==> src/rtl/read_port_arbiter.sv <==
// read_port_arbiter: N-master AXI read-channel arbiter in front of a single
// downstream read port. One burst is outstanding at a time. The R channel is a
// combinational pass-through steered by the latched grant.
//
// state  | meaning
// -------+------------------------------------------------------------------
// IDLE   | no burst; pick a winner among m_arvalid and latch its AR fields
// ADDR   | ARVALID driven from latched fields; wait for ARREADY
// DATA   | forward R beats to the grantee until the RLAST handshake
module read_port_arbiter #(
  parameter int READ_MASTERS = 2,
  parameter int ADDR_WIDTH   = 26,
  parameter int DATA_WIDTH   = 32,
  parameter int ID_WIDTH     = 4,
  parameter int ARB_MODE     = 1,
  localparam int IDX_W = (READ_MASTERS > 1) ? $clog2(READ_MASTERS) : 1
) (
  input  logic                                clk,
  input  logic                                rst_n,
  input  logic [READ_MASTERS-1:0]             m_arvalid,
  output logic [READ_MASTERS-1:0]             m_arready,
  input  logic [READ_MASTERS*ID_WIDTH-1:0]    m_arid,
  input  logic [READ_MASTERS*4-1:0]           m_arlen,
  input  logic [READ_MASTERS*ADDR_WIDTH-1:0]  m_araddr,
  output logic [READ_MASTERS-1:0]             m_rvalid,
  input  logic [READ_MASTERS-1:0]             m_rready,
  output logic [READ_MASTERS-1:0]             m_rlast,
  output logic [READ_MASTERS*ID_WIDTH-1:0]    m_rid,
  output logic [READ_MASTERS*DATA_WIDTH-1:0]  m_rdata,
  output logic                                ARVALID,
  input  logic                                ARREADY,
  output logic [ID_WIDTH-1:0]                 ARID,
  output logic [3:0]                          ARLEN,
  output logic [ADDR_WIDTH-1:0]               ARADDR,
  input  logic                                RVALID,
  output logic                                RREADY,
  input  logic                                RLAST,
  input  logic [ID_WIDTH-1:0]                 RID,
  input  logic [DATA_WIDTH-1:0]               RDATA,
  output logic                                grant_valid,
  output logic [IDX_W-1:0]                    grant_idx,
  output logic                                protocol_error
);

  typedef enum logic [1:0] {S_IDLE, S_ADDR, S_DATA} state_t;

  state_t                  r_state;
  logic [IDX_W-1:0]        r_grant_idx;
  logic [IDX_W-1:0]        r_rr_ptr;
  logic [ID_WIDTH-1:0]     r_id;
  logic [3:0]              r_len;
  logic [ADDR_WIDTH-1:0]   r_addr;
  logic [3:0]              r_beat_cnt;
  logic                    r_err;
  logic                    r_arvalid;
  logic                    r_grant_valid;

  logic                    w_any_req;
  logic [IDX_W-1:0]        w_win_idx;
  logic [ID_WIDTH-1:0]     w_sel_id;
  logic [3:0]              w_sel_len;
  logic [ADDR_WIDTH-1:0]   w_sel_addr;
  logic [READ_MASTERS-1:0] w_is_grant;
  logic                    w_in_addr;
  logic                    w_in_data;
  logic                    w_rready;
  logic                    w_beat_hs;
  logic [IDX_W-1:0]        w_rr_next;

  // Winner search: scan offsets from high to low so the smallest offset wins.
  // Fixed priority scans from index 0, round robin from r_rr_ptr with wrap.
  always_comb begin
    int j;
    j         = 0;
    w_any_req = |m_arvalid;
    w_win_idx = '0;
    for (int k = READ_MASTERS - 1; k >= 0; k--) begin
      if (ARB_MODE == 0) begin
        j = k;
      end else begin
        j = int'(r_rr_ptr) + k;
        if (j >= READ_MASTERS) j = j - READ_MASTERS;
      end
      if (m_arvalid[j]) w_win_idx = IDX_W'(j);
    end
  end

  // Select the winner's request fields and decode the current grant one-hot.
  always_comb begin
    w_sel_id   = '0;
    w_sel_len  = '0;
    w_sel_addr = '0;
    w_is_grant = '0;
    for (int i = 0; i < READ_MASTERS; i++) begin
      if (w_win_idx == IDX_W'(i)) begin
        w_sel_id   = m_arid[i*ID_WIDTH +: ID_WIDTH];
        w_sel_len  = m_arlen[i*4 +: 4];
        w_sel_addr = m_araddr[i*ADDR_WIDTH +: ADDR_WIDTH];
      end
      w_is_grant[i] = (r_grant_idx == IDX_W'(i));
    end
  end

  assign w_in_addr = (r_state == S_ADDR);
  assign w_in_data = (r_state == S_DATA);
  assign w_rr_next = (int'(r_grant_idx) == READ_MASTERS - 1) ? '0
                                                             : r_grant_idx + IDX_W'(1);

  // Steer handshakes to the grantee only; data and ID are broadcast.
  always_comb begin
    m_arready = '0;
    m_rvalid  = '0;
    m_rlast   = '0;
    m_rid     = '0;
    m_rdata   = '0;
    w_rready  = 1'b0;
    for (int i = 0; i < READ_MASTERS; i++) begin
      m_arready[i] = w_is_grant[i] & w_in_addr & ARREADY;
      m_rvalid[i]  = w_is_grant[i] & w_in_data & RVALID;
      m_rlast[i]   = w_is_grant[i] & w_in_data & RLAST;
      m_rid[i*ID_WIDTH +: ID_WIDTH]       = RID;
      m_rdata[i*DATA_WIDTH +: DATA_WIDTH] = RDATA;
      w_rready     = w_rready | (w_is_grant[i] & m_rready[i]);
    end
  end

  assign RREADY    = w_in_data & w_rready;
  assign w_beat_hs = RVALID & RREADY;

  // Arbitration FSM with beat counting and sticky burst-length check.
  always_ff @(posedge clk) begin
    if (!rst_n) begin
      r_state       <= S_IDLE;
      r_grant_idx   <= '0;
      r_rr_ptr      <= '0;
      r_id          <= '0;
      r_len         <= '0;
      r_addr        <= '0;
      r_beat_cnt    <= '0;
      r_err         <= 1'b0;
      r_arvalid     <= 1'b0;
      r_grant_valid <= 1'b0;
    end else begin
      case (r_state)
        S_IDLE: begin
          if (w_any_req) begin
            r_grant_idx   <= w_win_idx;
            r_id          <= w_sel_id;
            r_len         <= w_sel_len;
            r_addr        <= w_sel_addr;
            r_arvalid     <= 1'b1;
            r_grant_valid <= 1'b1;
            r_state       <= S_ADDR;
          end
        end
        S_ADDR: begin
          if (ARREADY) begin
            r_beat_cnt <= '0;
            r_arvalid  <= 1'b0;
            r_state    <= S_DATA;
          end
        end
        S_DATA: begin
          if (w_beat_hs) begin
            r_beat_cnt <= r_beat_cnt + 4'd1;
            if (RLAST && (r_beat_cnt != r_len)) r_err <= 1'b1;
            if (!RLAST && (r_beat_cnt == r_len)) r_err <= 1'b1;
            if (RLAST) begin
              r_grant_valid <= 1'b0;
              r_state       <= S_IDLE;
              if (ARB_MODE == 1) r_rr_ptr <= w_rr_next;
            end
          end
        end
        default: begin
          r_state       <= S_IDLE;
          r_arvalid     <= 1'b0;
          r_grant_valid <= 1'b0;
        end
      endcase
    end
  end

  assign ARVALID        = r_arvalid;
  assign ARID           = r_id;
  assign ARLEN          = r_len;
  assign ARADDR         = r_addr;
  assign grant_valid    = r_grant_valid;
  assign grant_idx      = r_grant_idx;
  assign protocol_error = r_err;

endmodule

==> config.mk <==
export PLATFORM = sky130hd
export DESIGN_NAME = read_port_arbiter
export DESIGN_NICKNAME = d
export VERILOG_FILES = /design/src/rtl/read_port_arbiter.sv
export SDC_FILE = /design/constraint.sdc
export NUM_CORES = 1
export LEC_CHECK = 0
export CORE_ASPECT_RATIO = 0.75
export CORE_MARGIN = 2
export CORE_UTILIZATION = 36
export CTS_CLUSTER_SIZE = 10
export DETAILED_ROUTE_END_ITERATION = 7
export GPL_ROUTABILITY_DRIVEN = 0
export PLACE_DENSITY_LB_ADDON = 0.15
export SLEW_MARGIN = 30
export SYNTH_ARGS = -nofsm -noshare
export SYNTH_HDL_FRONTEND = slang
export SYNTH_SLANG_ARGS = --single-unit
==> constraint.sdc <==
create_clock -name clk -period 2 [get_ports clk]
set_input_delay 0.3 -clock clk [delete_from_list [all_inputs] [get_ports clk]]
set_output_delay 0.3 -clock clk [all_outputs]
set_load 0.005 [all_outputs]
Yosys cells after proc, flatten, opt, wreduce, memory -nomap -nowiden. Cells that the tools add are included. Widths: inputs -> output; s select.

Bits in registers: 45. Word-level logic and storage cells: 89.

Reductions and logical operators: 14. Order comparisons: 4. Equal/unequal tests: 8. Bitwise logic cells: 18. Multiplexer cells: 30. Add/subtract/negate cells: 5.

Operator list (count): $lt 32x3->1 const B (2); $mux 32 (2); $mux 26 (1); $mux 4 (4); $mux 1 (15); $and 1x1->1 (14); $reduce_and 3->1 (4); $mux 2 (4); $pmux 4 s2 (1); $reduce_and 4->1 (2); $ne 2x2->1 const B (3); $pmux 1 s3 (2); $pmux 2 s3 (1); $add 4x1->4 const B (1); $eq 4x4->1 (1); $ne 4x4->1 (1); $reduce_bool 2->1 (2); $not 1->1 (3); $sub 1x2->3 const B (1); $sub 2x2->3 const B (1); $add 1x1->2 const B (1); $eq 2x1->1 const B (1); $eq 2x2->1 const B (1); $ge 1x2->1 const B (1); 9 further kinds (10).

Logic depth before layout (Yosys ltp).
Depth in word-level cells: 9. Mapped depth: 6. Mapped depth without buffers: 4.

Worst setup path after synthesis. No wires, ideal clock.

Path kind: register -> register. Start: register r_grant_idx (netlist: grant_idx). End: register r_beat_cnt[1]. Arrival time: 1191 ps. Period minus slack after synthesis: 1328 ps. Cell stages (with the launch flop): 5. Path slack: 672 ps. Path through: dfxtp_1 -> mux2i_1 -> o22a_2 -> nand3b_1 -> a21oi_1.

Word-level cells in the longest chain between the ends: 7. Elaborated cells on any way between the ends: 8. Classes of those cells: 1 x eq/ne; 6 x bitwise; 1 x reduce/logical.

RTL lines: start, declared (RTL line 48) `logic [IDX_W-1:0] r_grant_idx;`; start signal, assigned (RTL line 147) `r_grant_idx <= w_win_idx;`; $not 1->1 (RTL line 100) `w_is_grant[i] = (r_grant_idx == IDX_W'(i));`; $and 1x1->1 (RTL line 123) `w_rready = w_rready | (w_is_grant[i] & m_rready[i]);`; $or 1x1->1 * (RTL line 123); $and 1x1->1 * (RTL line 127) `assign RREADY = w_in_data & w_rready;`; $and 1x1->1 * (RTL line 128) `assign w_beat_hs = RVALID & RREADY;`; $ne 2x1->1 (no line) *; $reduce_and 3->1 (no line) *; end signal, assigned (RTL line 165) `r_beat_cnt <= r_beat_cnt + 4'd1;`; end, declared (RTL line 53) `logic [3:0] r_beat_cnt;`.

Mark *: on every way between the ends. The rest lies on a longest branch, timed or not. A chain may end at the register's enable or synchronous reset.

Worst setup path in the final report.
Start: register r_state[0]. End: output m_rlast[1].

Word-level cells in the longest chain between the ends: 3.

RTL lines: start, declared (RTL line 47) `state_t r_state;`; start signal, assigned (RTL line 133) `r_state <= S_IDLE;`; start signal, assigned (RTL line 153) `r_state <= S_ADDR;`; start signal, assigned (RTL line 160) `r_state <= S_DATA;`; $eq 2x2->1 (RTL line 105) `assign w_in_data = (r_state == S_DATA);`; $and 1x1->1 (2 in a row) (RTL line 120) `m_rlast[i] = w_is_grant[i] & w_in_data & RLAST;`; end, declared (RTL line 27) `output logic [READ_MASTERS-1:0] m_rlast,`.

Every way passes these cells.

==> impl_metrics.env <==
export IMPL_outcome="finished clean"
export IMPL_worstPathArrival_ns=1.64
export IMPL_relSlewSlack_pct=78.86
export IMPL_nets=465
export IMPL_maxSlewViolCount=0
export IMPL_setup_violations=0
export IMPL_cts_made_buffers=5
export IMPL_die_area_um2=8471
export IMPL_syn_area_um2=2788
export IMPL_vdd_drop_max_uv=276.3
export IMPL_end_kind="output pin"
export IMPL_cellPowerDensity_nw_per_um2=651.5
export IMPL_drt_pass1_iter_count=4
export IMPL_ys_flop_type="dfxtp_1"
export IMPL_fmax_mhz=516.2
export IMPL_cts_buffer_depth=2
export IMPL_rows=27
export IMPL_track_usage_pct=15.58
export IMPL_crit_chain="nor2b_2, and3_2, clkdlybuf4s50_1"
export IMPL_wirelength_mm=6.797
export IMPL_tightest_slew_ns=0.3171
export IMPL_post_place_cells=445
export IMPL_fin_crit_sh_pct=96.87
export IMPL_dieHeight_um=80.21
export IMPL_vias_per_cell=4.717
export IMPL_yosys_register_bits=45
export IMPL_crit_fanout=7
export IMPL_drive_above_1_share_pct=15.91
export IMPL_finalCriticalPeriod_ns=1.937
export IMPL_grt_setup_unrepaired="yes"
export IMPL_antenna_left=0
export IMPL_path_class="reg2out"
export IMPL_final_core_util_pct=50.37
export IMPL_antenna_found_initial=0
export IMPL_grt_max_degree=43
export IMPL_coreArea_um2=7432
export IMPL_async_reset_ff_share_pct=0
export IMPL_hold_class="reg2reg"
export IMPL_htreeDepth=2
export IMPL_timing_final_hold_violations=0
export IMPL_r2r_slack_ns=0.54
export IMPL_layoutNonFillerInstCount=453
export IMPL_num_vias=2137
export IMPL_fin_skew_ns=0.004124
export IMPL_initial_core_util_pct=37.51
export IMPL_start_kind="register"
export IMPL_die_w_um=105.6
export IMPL_drc_errors=0
export IMPL_grt_pass1_vias=2095
export IMPL_synth_cell_types=38
export IMPL_grt_pass1_wl_mm=10.49
export IMPL_finalSetupTns_ns=0
export IMPL_cpPeakStageDelay_ns=0.50
export IMPL_syn_instance_count=299
export IMPL_required_ns=1.70
export IMPL_postCtsSetupRepairBufs=0
export IMPL_cts_sinks=45
export IMPL_cts_tree="built"
export IMPL_wl_per_cell_um=15.00
export IMPL_worstSkewPairLatency_ns=0.29
export IMPL_path_clk_slew_ns=0.08
export IMPL_hpwl_mm=5.212
export IMPL_synth_edf_count=0
export IMPL_antennaDiodeCount=0
export IMPL_io_buffers=121
export IMPL_grt_overflow=0
export IMPL_syn2layout_area_growth_pct=34.29
export IMPL_maxCapViolCount=0
export IMPL_ios=230
export IMPL_ys_seq_area_share_pct=32.32
export IMPL_syn_area_per_cell_um2=9.323
export IMPL_ctsResizeCount=1
export IMPL_p_leak_nw=1.514
export IMPL_syn_num_nets=413
export IMPL_final_fill_count=721
export IMPL_drt_iter0_markers=80
export IMPL_clockRootBuffer="clkbuf_8"
export IMPL_yosysWarnings=0
export IMPL_critical_path_slowest_cell="clkdlybuf4s50_1"
export IMPL_cts_hold_buffers=0
## cells in the mapped netlist, drive strengths merged, types with 4 or more instances
cell type | instances | area share (%)
a211oi | 34 | 14
a21oi | 8 | 1.4
and3 | 4 | 0.99
buf | 87 | 23
dfxtp | 45 | 32
inv | 4 | 0.54
mux2i | 35 | 13
nand2 | 4 | 0.54
nor2 | 42 | 5.7
nor3 | 5 | 1.3
xnor2 | 4 | 1.3
## worst paths after layout
check	cells past startpoint	from	to
max	3	r_state[0]$_SDFFE_PN0P_	m_rlast[1]
min	2	protocol_error$_SDFFE_PN0P_	protocol_error$_SDFFE_PN0P_
max reg2reg	5	r_state[0]$_SDFFE_PN0P_	ARADDR[13]$_SDFFE_PN0P_
min reg2reg	2	protocol_error$_SDFFE_PN0P_	protocol_error$_SDFFE_PN0P_
## cell usage in the layout (no fill, tap or decap), types with 2 or more instances in the layout
master	count
inv_2	2
nor2_1	41
xnor2_1	4
nand4_1	2
o21ai_1	2
buf_4	9
nand2b_1	3
a211oi_1	9
clkbuf_8	7
nand2_1	4
inv_1	2
and3_1	2
nand3b_1	3
nor3_1	4
a211oi_2	25
buf_12	4
a21oi_1	8
mux2i_1	35
and3_2	2
clkdlybuf4s50_1	121
dfxtp_1	45
## layer usage
metal / wire length, um / track usage [%] / vias to the layer above
met2: 3103 / 26.19 / 106
met5: 0 / 0 / -
met1: 2876 / 18.50 / 954
li1: - / - / 1068
met3: 762 / 6.494 / 9
met4: 55 / 3.947 / 0
## worst max-delay path, delay by kind of cell (launching register included)
| kind | cells | cell delay (ns) |
|---|---|---|
| buffers and inverters | 1 | 0.50 |
| flip-flops | 1 | 0.39 |
| AND/OR/NAND/NOR | 2 | 0.46 |
## per-stage QoR
stage	hold WS [ns]	setup WS (ns)	power [W]	area, um^2
4_1_cts	0.4957	0.05174	0.002482	3744
2_1_floorplan	0.4097	0.6721	0.001534	2788
3_3_place_gp	0.4660	0.1624	0.001844	3640
6_report	0.4872	0.06261	0.002439	3744
5_1_grt	0.5198	-0.01930	0.002592	3744
3_5_place_dp	0.4765	0.1516	0.001853	3640
## layout make-up
| class | instances | area (um^2) | share of cell area, % |
|---|---|---|---|
| Timing Repair Buffer | 134 | 1359 | 36.30 |
| Multi-Input combinational cell | 161 | 1241 | 33.16 |
| Tap cell | 101 | 126.4 | 3.376 |
| Inverter | 4 | 15.01 | 0.4011 |
| Clock inverter | 1 | 5.005 | 0.1337 |
| Clock buffer | 7 | 96.34 | 2.574 |
| Sequential cell | 45 | 900.9 | 24.06 |
## state kept, by name, indices dropped and copies added, names as in the netlist
register,flops
ARADDR,26
ARID,4
ARLEN,4
ARVALID,1
grant_idx,1
grant_valid,1
protocol_error,1
r_beat_cnt,4
r_rr_ptr,1
r_state,2
## logic make-up after synthesis
logic type | count (synthesis) | synth area share (%)
flops | 45 | 32.32
mux | 35 | 12.57
buf+inv | 93 | 23.65
compound gates | 54 | 18.36
xor+xnor | 4 | 1.257
fa+ha+maj | 1 | 0.4488
simple gates | 67 | 11.40
## power breakdown
part / internal [W] / switching, W / total, W
Sequential: 0.000992 / 0.0000564 / 0.00105
Combinational: 0.000467 / 0.000309 / 0.000776
Clock: 0.000313 / 0.000302 / 0.000615
(Power assumes the default switching activity.)
